[src/rtl/cpu_pkg.sv]
// Shared cpu constants and fetch-unit types.
// Imported by the fetch unit, its interface and program memory.
package cpu_pkg;

    localparam int INST_W = 32;

    localparam logic [INST_W-1:0] NOP_WORD  = 32'h0000_0000;
    localparam logic [INST_W-1:0] HALT_WORD = 32'hFFFF_FFFF;

    typedef enum logic [1:0] {
        IDLE = 2'd0,
        RUN  = 2'd1,
        DONE = 2'd2
    } fetch_state_t;

    function automatic logic [INST_W-1:0] word_align(
        input logic [INST_W-1:0] a
    );
        return a & ~32'd3;
    endfunction

endpackage

[src/rtl/inst_fetch_if.sv]
// Control, program-load and instruction bundle between
// the cpu (master) and the fetch unit (slave).
interface inst_fetch_if #(
    parameter int ADDR_W = 6
);
    import cpu_pkg::*;

    logic              start;
    logic              stall;
    logic              redirect;
    logic [INST_W-1:0] redirect_pc;
    logic              prog_we;
    logic [ADDR_W-1:0] prog_addr;
    logic [INST_W-1:0] prog_data;
    logic [INST_W-1:0] inst;
    logic [INST_W-1:0] inst_pc;
    logic              inst_valid;
    logic              busy;
    logic              done;
    logic              prog_err;

    modport master (
        output start, stall, redirect, redirect_pc,
        output prog_we, prog_addr, prog_data,
        input  inst, inst_pc, inst_valid,
        input  busy, done, prog_err
    );

    modport slave (
        input  start, stall, redirect, redirect_pc,
        input  prog_we, prog_addr, prog_data,
        output inst, inst_pc, inst_valid,
        output busy, done, prog_err
    );

endinterface

[src/rtl/inst_fetch_prog_mem.sv]
// Program store: one write port, combinational read.
// Contents survive reset.
module prog_mem
    import cpu_pkg::*;
#(
    parameter int ADDR_W = 6
) (
    input  logic              clk,
    input  logic              we,
    input  logic [ADDR_W-1:0] waddr,
    input  logic [INST_W-1:0] wdata,
    input  logic [ADDR_W-1:0] raddr,
    output logic [INST_W-1:0] rdata
);

    localparam int DEPTH = 2 ** ADDR_W;

    logic [INST_W-1:0] mem [DEPTH];

    always_ff @(posedge clk) begin
        if (we) begin
            mem[waddr] <= wdata;
        end
    end

    assign rdata = mem[raddr];

endmodule

[src/rtl/inst_fetch.sv]
// Self-sequencing instruction fetch: program memory, pc,
// stall/redirect handling and halt detection.
module inst_fetch #(
    parameter int ADDR_W = 6,
    parameter logic [31:0] HALT_WORD = cpu_pkg::HALT_WORD,
    parameter logic [31:0] NOP_WORD  = cpu_pkg::NOP_WORD
) (
    input  logic         clk,
    input  logic         reset,
    inst_fetch_if.slave  bus
);
    import cpu_pkg::*;

    fetch_state_t state, state_n;

    logic [INST_W-1:0] pc, pc_n;
    logic [INST_W-1:0] inst_q, inst_n;
    logic [INST_W-1:0] ipc_q, ipc_n;
    logic              valid_q, valid_n;
    logic              err_q, err_n;
    logic [INST_W-1:0] rd;
    logic              beyond;
    logic              mem_we;

    // Running off the end of memory and redirecting past it
    // both surface here as upper pc bits being set.
    assign beyond = |pc[INST_W-1:ADDR_W+2];
    assign mem_we = bus.prog_we && (state != RUN);

    prog_mem #(
        .ADDR_W (ADDR_W)
    ) u_mem (
        .clk   (clk),
        .we    (mem_we),
        .waddr (bus.prog_addr),
        .wdata (bus.prog_data),
        .raddr (pc[ADDR_W+1:2]),
        .rdata (rd)
    );

    always_ff @(posedge clk or posedge reset) begin
        if (reset) begin
            state   <= IDLE;
            pc      <= '0;
            inst_q  <= NOP_WORD;
            ipc_q   <= '0;
            valid_q <= 1'b0;
            err_q   <= 1'b0;
        end else begin
            state   <= state_n;
            pc      <= pc_n;
            inst_q  <= inst_n;
            ipc_q   <= ipc_n;
            valid_q <= valid_n;
            err_q   <= err_n;
        end
    end

    always_comb begin
        state_n = state;
        pc_n    = pc;
        inst_n  = inst_q;
        ipc_n   = ipc_q;
        valid_n = valid_q;
        err_n   = err_q;
        unique case (state)
            IDLE, DONE: begin
                if (bus.start) begin
                    state_n = RUN;
                    pc_n    = '0;
                end
            end
            RUN: begin
                if (bus.prog_we) begin
                    err_n = 1'b1;
                end
                if (bus.redirect) begin
                    pc_n    = word_align(bus.redirect_pc);
                    inst_n  = NOP_WORD;
                    valid_n = 1'b0;
                end else if (!bus.stall) begin
                    if (beyond || rd == HALT_WORD) begin
                        state_n = DONE;
                        inst_n  = NOP_WORD;
                        valid_n = 1'b0;
                    end else begin
                        inst_n  = rd;
                        ipc_n   = pc;
                        valid_n = 1'b1;
                        pc_n    = pc + 32'd4;
                    end
                end
            end
            default: begin
                state_n = IDLE;
            end
        endcase
    end

    assign bus.inst       = inst_q;
    assign bus.inst_pc    = ipc_q;
    assign bus.inst_valid = valid_q;
    assign bus.busy       = (state == RUN);
    assign bus.done       = (state == DONE);
    assign bus.prog_err   = err_q;

endmodule

[src/flat_wrapper.sv]
// flat-port wrapper written by rule: the top's interface ports become plain ports
module inst_fetch_flat import cpu_pkg::*;
#(
    parameter int ADDR_W = 6,
    parameter logic [31:0] HALT_WORD = cpu_pkg::HALT_WORD,
    parameter logic [31:0] NOP_WORD  = cpu_pkg::NOP_WORD
)
  (clk, reset, bus_start, bus_stall, bus_redirect, bus_redirect_pc, bus_prog_we, bus_prog_addr, bus_prog_data, bus_inst, bus_inst_pc, bus_inst_valid, bus_busy, bus_done, bus_prog_err);
  inst_fetch_if #(.ADDR_W(ADDR_W)) bus_i ();
  input  logic clk;
  input  logic reset;
  input wire logic [$bits(bus_i.start)-1:0] bus_start;
  input wire logic [$bits(bus_i.stall)-1:0] bus_stall;
  input wire logic [$bits(bus_i.redirect)-1:0] bus_redirect;
  input wire logic [$bits(bus_i.redirect_pc)-1:0] bus_redirect_pc;
  input wire logic [$bits(bus_i.prog_we)-1:0] bus_prog_we;
  input wire logic [$bits(bus_i.prog_addr)-1:0] bus_prog_addr;
  input wire logic [$bits(bus_i.prog_data)-1:0] bus_prog_data;
  output wire logic [$bits(bus_i.inst)-1:0] bus_inst;
  output wire logic [$bits(bus_i.inst_pc)-1:0] bus_inst_pc;
  output wire logic [$bits(bus_i.inst_valid)-1:0] bus_inst_valid;
  output wire logic [$bits(bus_i.busy)-1:0] bus_busy;
  output wire logic [$bits(bus_i.done)-1:0] bus_done;
  output wire logic [$bits(bus_i.prog_err)-1:0] bus_prog_err;
  assign bus_i.start = bus_start;
  assign bus_i.stall = bus_stall;
  assign bus_i.redirect = bus_redirect;
  assign bus_i.redirect_pc = bus_redirect_pc;
  assign bus_i.prog_we = bus_prog_we;
  assign bus_i.prog_addr = bus_prog_addr;
  assign bus_i.prog_data = bus_prog_data;
  assign bus_inst = bus_i.inst;
  assign bus_inst_pc = bus_i.inst_pc;
  assign bus_inst_valid = bus_i.inst_valid;
  assign bus_busy = bus_i.busy;
  assign bus_done = bus_i.done;
  assign bus_prog_err = bus_i.prog_err;
  inst_fetch #(.ADDR_W(ADDR_W), .HALT_WORD(HALT_WORD), .NOP_WORD(NOP_WORD)) u_core (.clk(clk), .reset(reset), .bus(bus_i));
endmodule
[config.mk]
export PLATFORM = sky130hd
export DESIGN_NAME = inst_fetch_flat
export DESIGN_NICKNAME = d
export VERILOG_FILES = /design/src/rtl/cpu_pkg.sv /design/src/rtl/inst_fetch_if.sv /design/src/rtl/inst_fetch_prog_mem.sv /design/src/rtl/inst_fetch.sv /design/src/flat_wrapper.sv
export SDC_FILE = /design/constraint.sdc
export NUM_CORES = 2
export LEC_CHECK = 0
export BUFFER_PORTS_ARGS = -buffer_cell sky130_fd_sc_hd__buf_2
export CAP_MARGIN = 20
export CORE_ASPECT_RATIO = 2
export CORE_UTILIZATION = 40
export CTS_BUF_LIST = sky130_fd_sc_hd__clkbuf_4 sky130_fd_sc_hd__clkbuf_8
export DETAILED_ROUTE_END_ITERATION = 8
export SLEW_MARGIN = 30
export SYNTH_ARGS = -nofsm -noshare
export SYNTH_HDL_FRONTEND = slang
export SYNTH_SLANG_ARGS = --single-unit
[constraint.sdc]
create_clock -name clk -period 5.45 [get_ports clk]
set_clock_uncertainty 0.1 [all_clocks]
set_input_delay 1.09 -clock clk [delete_from_list [all_inputs] [get_ports clk]]
set_output_delay 1.09 -clock clk [all_outputs]
set_load 0.1 [all_outputs]
* Word level (Yosys, flattened, before mapping)
Memory sizes are Yosys's and may differ from the RTL's. Cells that the tools add are included. W data, S select, Z words.
Word-level totals: flip-flop bits (word level) 100, memories kept 1, logic and storage cells 51, output and inout bits 68, RAM bits 2048
Memories:
- u_core.u_mem.mem | words 64, width 32, read ports 1, clocked after Yosys merged registers in 0, write ports 1, line inst_fetch_prog_mem.sv:18 | logic [INST_W-1:0] mem [DEPTH];
Cells by class: mux-type cells 18, equal/unequal tests 11, bitwise operators 3, reductions and logical operators 11, add/subtract/negate cells 1
Operator list (count):
- $mux W32 | 7
- $pmux W32 S2 | 1
- $add A32 B3 Y32 const B | 1
- $eq A32 B32 Y1 const B | 1
- $reduce_or A24 Y1 | 1
- $reduce_and A4 Y1 | 3
- $mux W2 | 4
- $ne A2 B1 Y1 const B | 3
- $ne A2 B2 Y1 const B | 3
- $ne A3 B3 Y1 const B | 2
- $mux W1 | 5
- $pmux W2 S2 | 1
- $reduce_and A2 Y1 | 2
- $not A1 Y1 | 3
- $eq A2 B1 Y1 const B | 1
- $eq A2 B2 Y1 const B | 1
- $logic_not A2 Y1 | 1
- $reduce_bool A2 Y1 | 1
- $reduce_or A2 Y1 | 1
- $logic_and A1 B1 Y1 | 1
- $logic_or A1 B1 Y1 | 1

* Longest topological paths before layout
An unclocked memory read counts as a cell.
depth after elaboration 7, mapped depth 20, depth with buffers taken out 10

* By module
A second synthesis with hierarchy kept.
Unflattened totals: cell total of the unflattened synthesis 3670, area, all modules 82066.2 µm²
By module, submodules not included:
- prog_mem | times used 1, sequential area each 61499.0 µm², cells an instance 3292, area each 77874.7 µm²
- inst_fetch | times used 1, sequential area each 2402.3 µm², cells an instance 378, area each 4191.5 µm²

* Worst setup path after synthesis
Ideal clock, no wire load.
path kind in2reg, from input bus_prog_addr[5], to memory u_core.u_mem.mem[37][0] (enable), data required time 4929 ps, setup slack 1640 ps, cell stages on the path 4, path buffers 2, data arrival time 3289 ps, cells stage by stage clkbuf_1 > or3b_2 > clkbuf_1 > nor2_1
RTL lines:
- start, declared | line flat_wrapper.sv:17 | input wire logic [$bits(bus_i.prog_addr)-1:0] bus_prog_addr;
- end, declared | line inst_fetch_prog_mem.sv:18
No word-level cell before the write port.

* Worst setup path after layout
from register u_core.pc[2], to register u_core.ipc_q[28], in the netlist u_core.bus.inst_pc[28]
Between the ends: longest elaborated chain between the ends 5
Ends and longest elaborated chain:
- start, declared | line inst_fetch.sv:16 | logic [INST_W-1:0] pc, pc_n;
- start signal, assigned | line inst_fetch.sv:51 | pc <= pc_n;
- $mem_v2 Z64 W32
- $eq A32 B32 Y1 | line inst_fetch.sv:82 | if (beyond || rd == HALT_WORD) begin
- $logic_or A1 B1 Y1 | line inst_fetch.sv:82
- $not A1 Y1 (no source line)
- $reduce_and A4 Y1 (no source line)
- end signal, assigned | line inst_fetch.sv:53 | ipc_q <= ipc_n;
- end, declared | line inst_fetch.sv:18 | logic [INST_W-1:0] ipc_q, ipc_n;
No other way between the ends. A chain may end at the register's enable or synchronous reset.

==> flow_metrics.py <==
metrics = {
    "yosys": {
        "synth_cells": 4030,
        "netlist-cell-type-count": 87,
        "async_reset_ff_share_pct": 4.48,
        "synth-compound-area-share_pct": 3.74,
        "synth_edf_count": 2048,
        "synth-adder-area-share_pct": 0.0149,
        "yosysWarnings": 0,
        "ys_seq_area_share_pct": 76.3,
        "synthMuxAreaShare_pct": 15.0,
        "netlist_area_um2": 83800,
        "ys_ff_latch": 2144,
        "yosys.area_share.xor_xnor_pct": 0,
        "synth_top_family_by_area": "multiplexers",
        "syn_area_per_cell_um2": 20.8,
        "yosys.area_share.simple_pct": 2.86,
        "ys.flop_type": "edfxtp_1",
    },
    "clock_tree": {
        "cts_setup_buffers": 0,
        "holdBufCountCts": 0,
        "clkTransAtPathRegs_ns": 0.07,
        "clk_latency_ns": 0.93,
        "cts_resized": 0,
        "cts.sinks": 2144,
        "cts_root_buffer": "clkbuf_8",
        "clock_path_buffers": 4,
        "tritoncts": "yes",
        "htreeDepth": 5,
        "numCtsBuffers": 292,
    },
    "floorplanning": {
        "coreArea_um2": 208000,
        "fp.dieH_um": 649,
        "io-pin-count": 144,
        "die_area_um2": 211000,
        "initial_core_util_pct": 40.2,
        "rows": 237,
        "die_x_um": 326,
    },
    "timing": {
        "finalSetupViolations": 0,
        "fin_crit_ns": 5.28,
        "max_slew_margin_pct": 29.3,
        "report.final.slew_viol_count": 0,
        "layout_worst_path_cycle_share_pct": 96.9,
        "hold_viol": 0,
        "setup-tns-final_ns": 0,
        "max_freq_mhz": 189,
        "grt_setup_unrepaired": "no",
        "worst_slew_pin_slew_ns": 1.06,
    },
    "detailed_routing": {
        "vias": 44255,
        "post_drt_wl_per_cell_um": 34.0,
        "drt_drc_violations_left": 0,
        "initialDrtViolationCount": 4658,
        "vias_per_cell": 5.91,
        "ant_nets": 0,
        "drt_pass1_iterations": 7,
        "routed_wl_mm": 255,
    },
    "pwr": {
        "vdd_drop_max_uv": 239,
        "p_total_mw": 42.0,
        "power.leakage_nw": 30.6,
        "power_density_nw_per_um2": 441,
    },
    "worst_setup_path": {
        "critPathKind": "reg -> reg",
        "required_ns": 6.11,
        "ff2ff_path_depth": 15,
        "end_kind": "flip-flop",
        "worstPathArrival_ns": 5.94,
        "rrSetupSlack_ns": 0.17,
        "worst_setup_path_start_kind": "flip-flop",
        "crit_fanout": 24,
        "r2r_end": "u_core.bus.inst_pc[28]$_DFFE_PP0P_",
        "r2r_start": "u_core.pc[2]$_DFFE_PP0P_",
    },
    "placement": {
        "dp_hpwl_mm": 158,
        "io_buffer_count": 139,
        "place.gp.congestion": 0.875,
    },
    "grt": {
        "grt-ovfl-total": 0,
        "grt_max_degree": 76,
        "grt_usage_pct": 23.8,
        "grt_pass1_vias": 45196,
        "antenna_found_initial": 24,
        "grt_first_pass_wirelength_mm": 351,
    },
    "finish": {
        "fin_nets": 4596,
        "drive_gt1_share_pct": 30.7,
        "final.fill_count": 17674,
        "synthToLayoutAreaGrowth_pct": 13.7,
    },
    "run_status": {
        "run_status": "complete, no violations",
    },
    "hold_path": {
        "hp-class": "in -> async",
    },
    "job": {
        "cap_violations": 0,
    },
}
==> cells in the final DEF, fill, tap and decap left out, types with 33 or more instances in the layout <==
cell	n
buf_4	262
nor2_1	65
clkinv_2	33
a221oi_1	34
mux2_2	49
mux4_2	427
clkinv_1	64
o21ai_0	57
buf_2	119
nand3_1	41
dfrtp_1	91
nor2_4	67
mux2i_1	196
buf_12	38
nand2_1	172
edfxtp_1	2048
a22oi_1	66
a21oi_1	88
clkbuf_4	89
clkbuf_8	304
==> report_power, final <==
part / leakage [nW] / switching (mW) / internal (mW)
Sequential: 19.7 / 0.268 / 18.2
Combinational: 7.89 / 6.72 / 4.59
Clock: 2.98 / 5.98 / 6.27
==> cell families (layout without fill, tap and decap cells) <==
family	count (synthesis)	count (layout)
flops	2144	2144
mux	688	688
simple gates	507	507
fa+ha+maj	1	1
buf+inv	247	948
other cells	1	13
compound gates	442	442
==> registers in the layout, indices dropped and copies added (netlist names) <==
name	count
u_core.bus.prog_err	1
u_core.bus.inst_valid	1
u_core.pc	30
u_core.bus.inst	32
u_core.bus.inst_pc	30
u_core.u_mem.mem	2048
u_core.state	2
==> synth_stat cells, types with 11 or more instances <==
cell type / n / area (µm²)
a211oi_1: 11 / 82.6
a21boi_1: 18 / 135
a21oi_1: 88 / 440
a221oi_1: 34 / 298
a22o_1: 18 / 158
a22oi_1: 66 / 495
a31o_1: 17 / 149
and2_1: 32 / 200
buf_1: 11 / 41.3
buf_12: 17 / 340
buf_2: 58 / 290
buf_4: 39 / 293
buf_6: 26 / 293
buf_8: 12 / 180
clkbuf_1: 63 / 236
dfrtp_1: 96 / 2400
edfxtp_1: 2048 / 61500
inv_1: 14 / 52.6
mux2_2: 49 / 552
mux2i_1: 196 / 1960
mux4_1: 16 / 420
mux4_2: 427 / 9620
nand2_1: 173 / 649
nand3_1: 41 / 205
nand4_1: 14 / 87.6
nor2_1: 133 / 499
nor2b_1: 14 / 87.6
nor3_1: 26 / 130
nor4_1: 19 / 119
o21ai_0: 59 / 295
o221ai_1: 12 / 105
o22ai_1: 24 / 150
==> metal layers <==
| metal | wire (µm) | vias up | share of wire, % | global-route usage [%] |
|---|---|---|---|---|
| li1 | - | 17766 | - | - |
| met3 | 17300 | 598 | 6.8 | 3.68 |
| met5 | 41 | - | 0.016 | 0 |
| met2 | 135000 | 2183 | 53 | 42.6 |
| met4 | 15600 | 6 | 6.1 | 13.5 |
| met1 | 87000 | 23702 | 34 | 26.8 |
==> critical path: stages, from the launching register on <==
cell,delay [ns]
dfrtp_4,0.79
buf_12,0.27
buf_12,0.24
mux4_1,0.58
mux2_2,0.30
a21oi_1,0.46
a221oi_1,0.32
buf_4,0.23
a31o_2,0.32
nand4_1,0.20
nor4_2,0.08
buf_4,0.16
and2_4,0.19
nor2_4,0.28
buf_4,0.34
a21boi_0,0.15
==> layout make-up <==
| class | count | area [µm²] | area share (%) |
|---|---|---|---|
| timing repair buffer | 426 | 3490 | 3.67 |
| clock buffer | 393 | 4850 | 5.10 |
| tap | 2748 | 3440 | 3.61 |
| multi-input combinational | 1640 | 18600 | 19.6 |
| inverter | 15 | 67.6 | 0.0710 |
| sequential | 2144 | 63900 | 67.1 |
| clock inverter | 114 | 781 | 0.820 |
| antenna | 11 | 27.5 | 0.0289 |
==> worst max path at each step <==
stage | to | startpoint | slack, ns
floorplan | u_core.u_mem.mem[37][0]$_DFFE_PP_ | bus_prog_addr[5] | 1.64
global placement | u_core.bus.inst_pc[28]$_DFFE_PP0P_ | u_core.pc[2]$_DFFE_PP0P_ | 0.30
detailed placement | u_core.bus.inst_pc[29]$_DFFE_PP0P_ | u_core.pc[2]$_DFFE_PP0P_ | 0.27
CTS | u_core.bus.inst_pc[29]$_DFFE_PP0P_ | u_core.pc[2]$_DFFE_PP0P_ | 0.26
global route | u_core.bus.inst_pc[30]$_DFFE_PP0P_ | u_core.pc[2]$_DFFE_PP0P_ | 0.17
finish | u_core.bus.inst_pc[28]$_DFFE_PP0P_ | u_core.pc[2]$_DFFE_PP0P_ | 0.17
==> metrics by stage <==
stage	worst slack [ns]	hold WS, ns	instance area (µm²)	instances	utilization [%]
finish	0.166	0.147	95200	7491	45.7
global route	0.170	0.185	95200	7483	45.7
CTS	0.261	0.217	95100	7479	45.7
detailed placement	0.273	0.355	89500	6972	43.0
global placement	0.301	0.341	89300	6963	42.9
floorplan	1.64	0.373	83800	4031	-
Note: power is estimated with default switching activity, not from simulation.
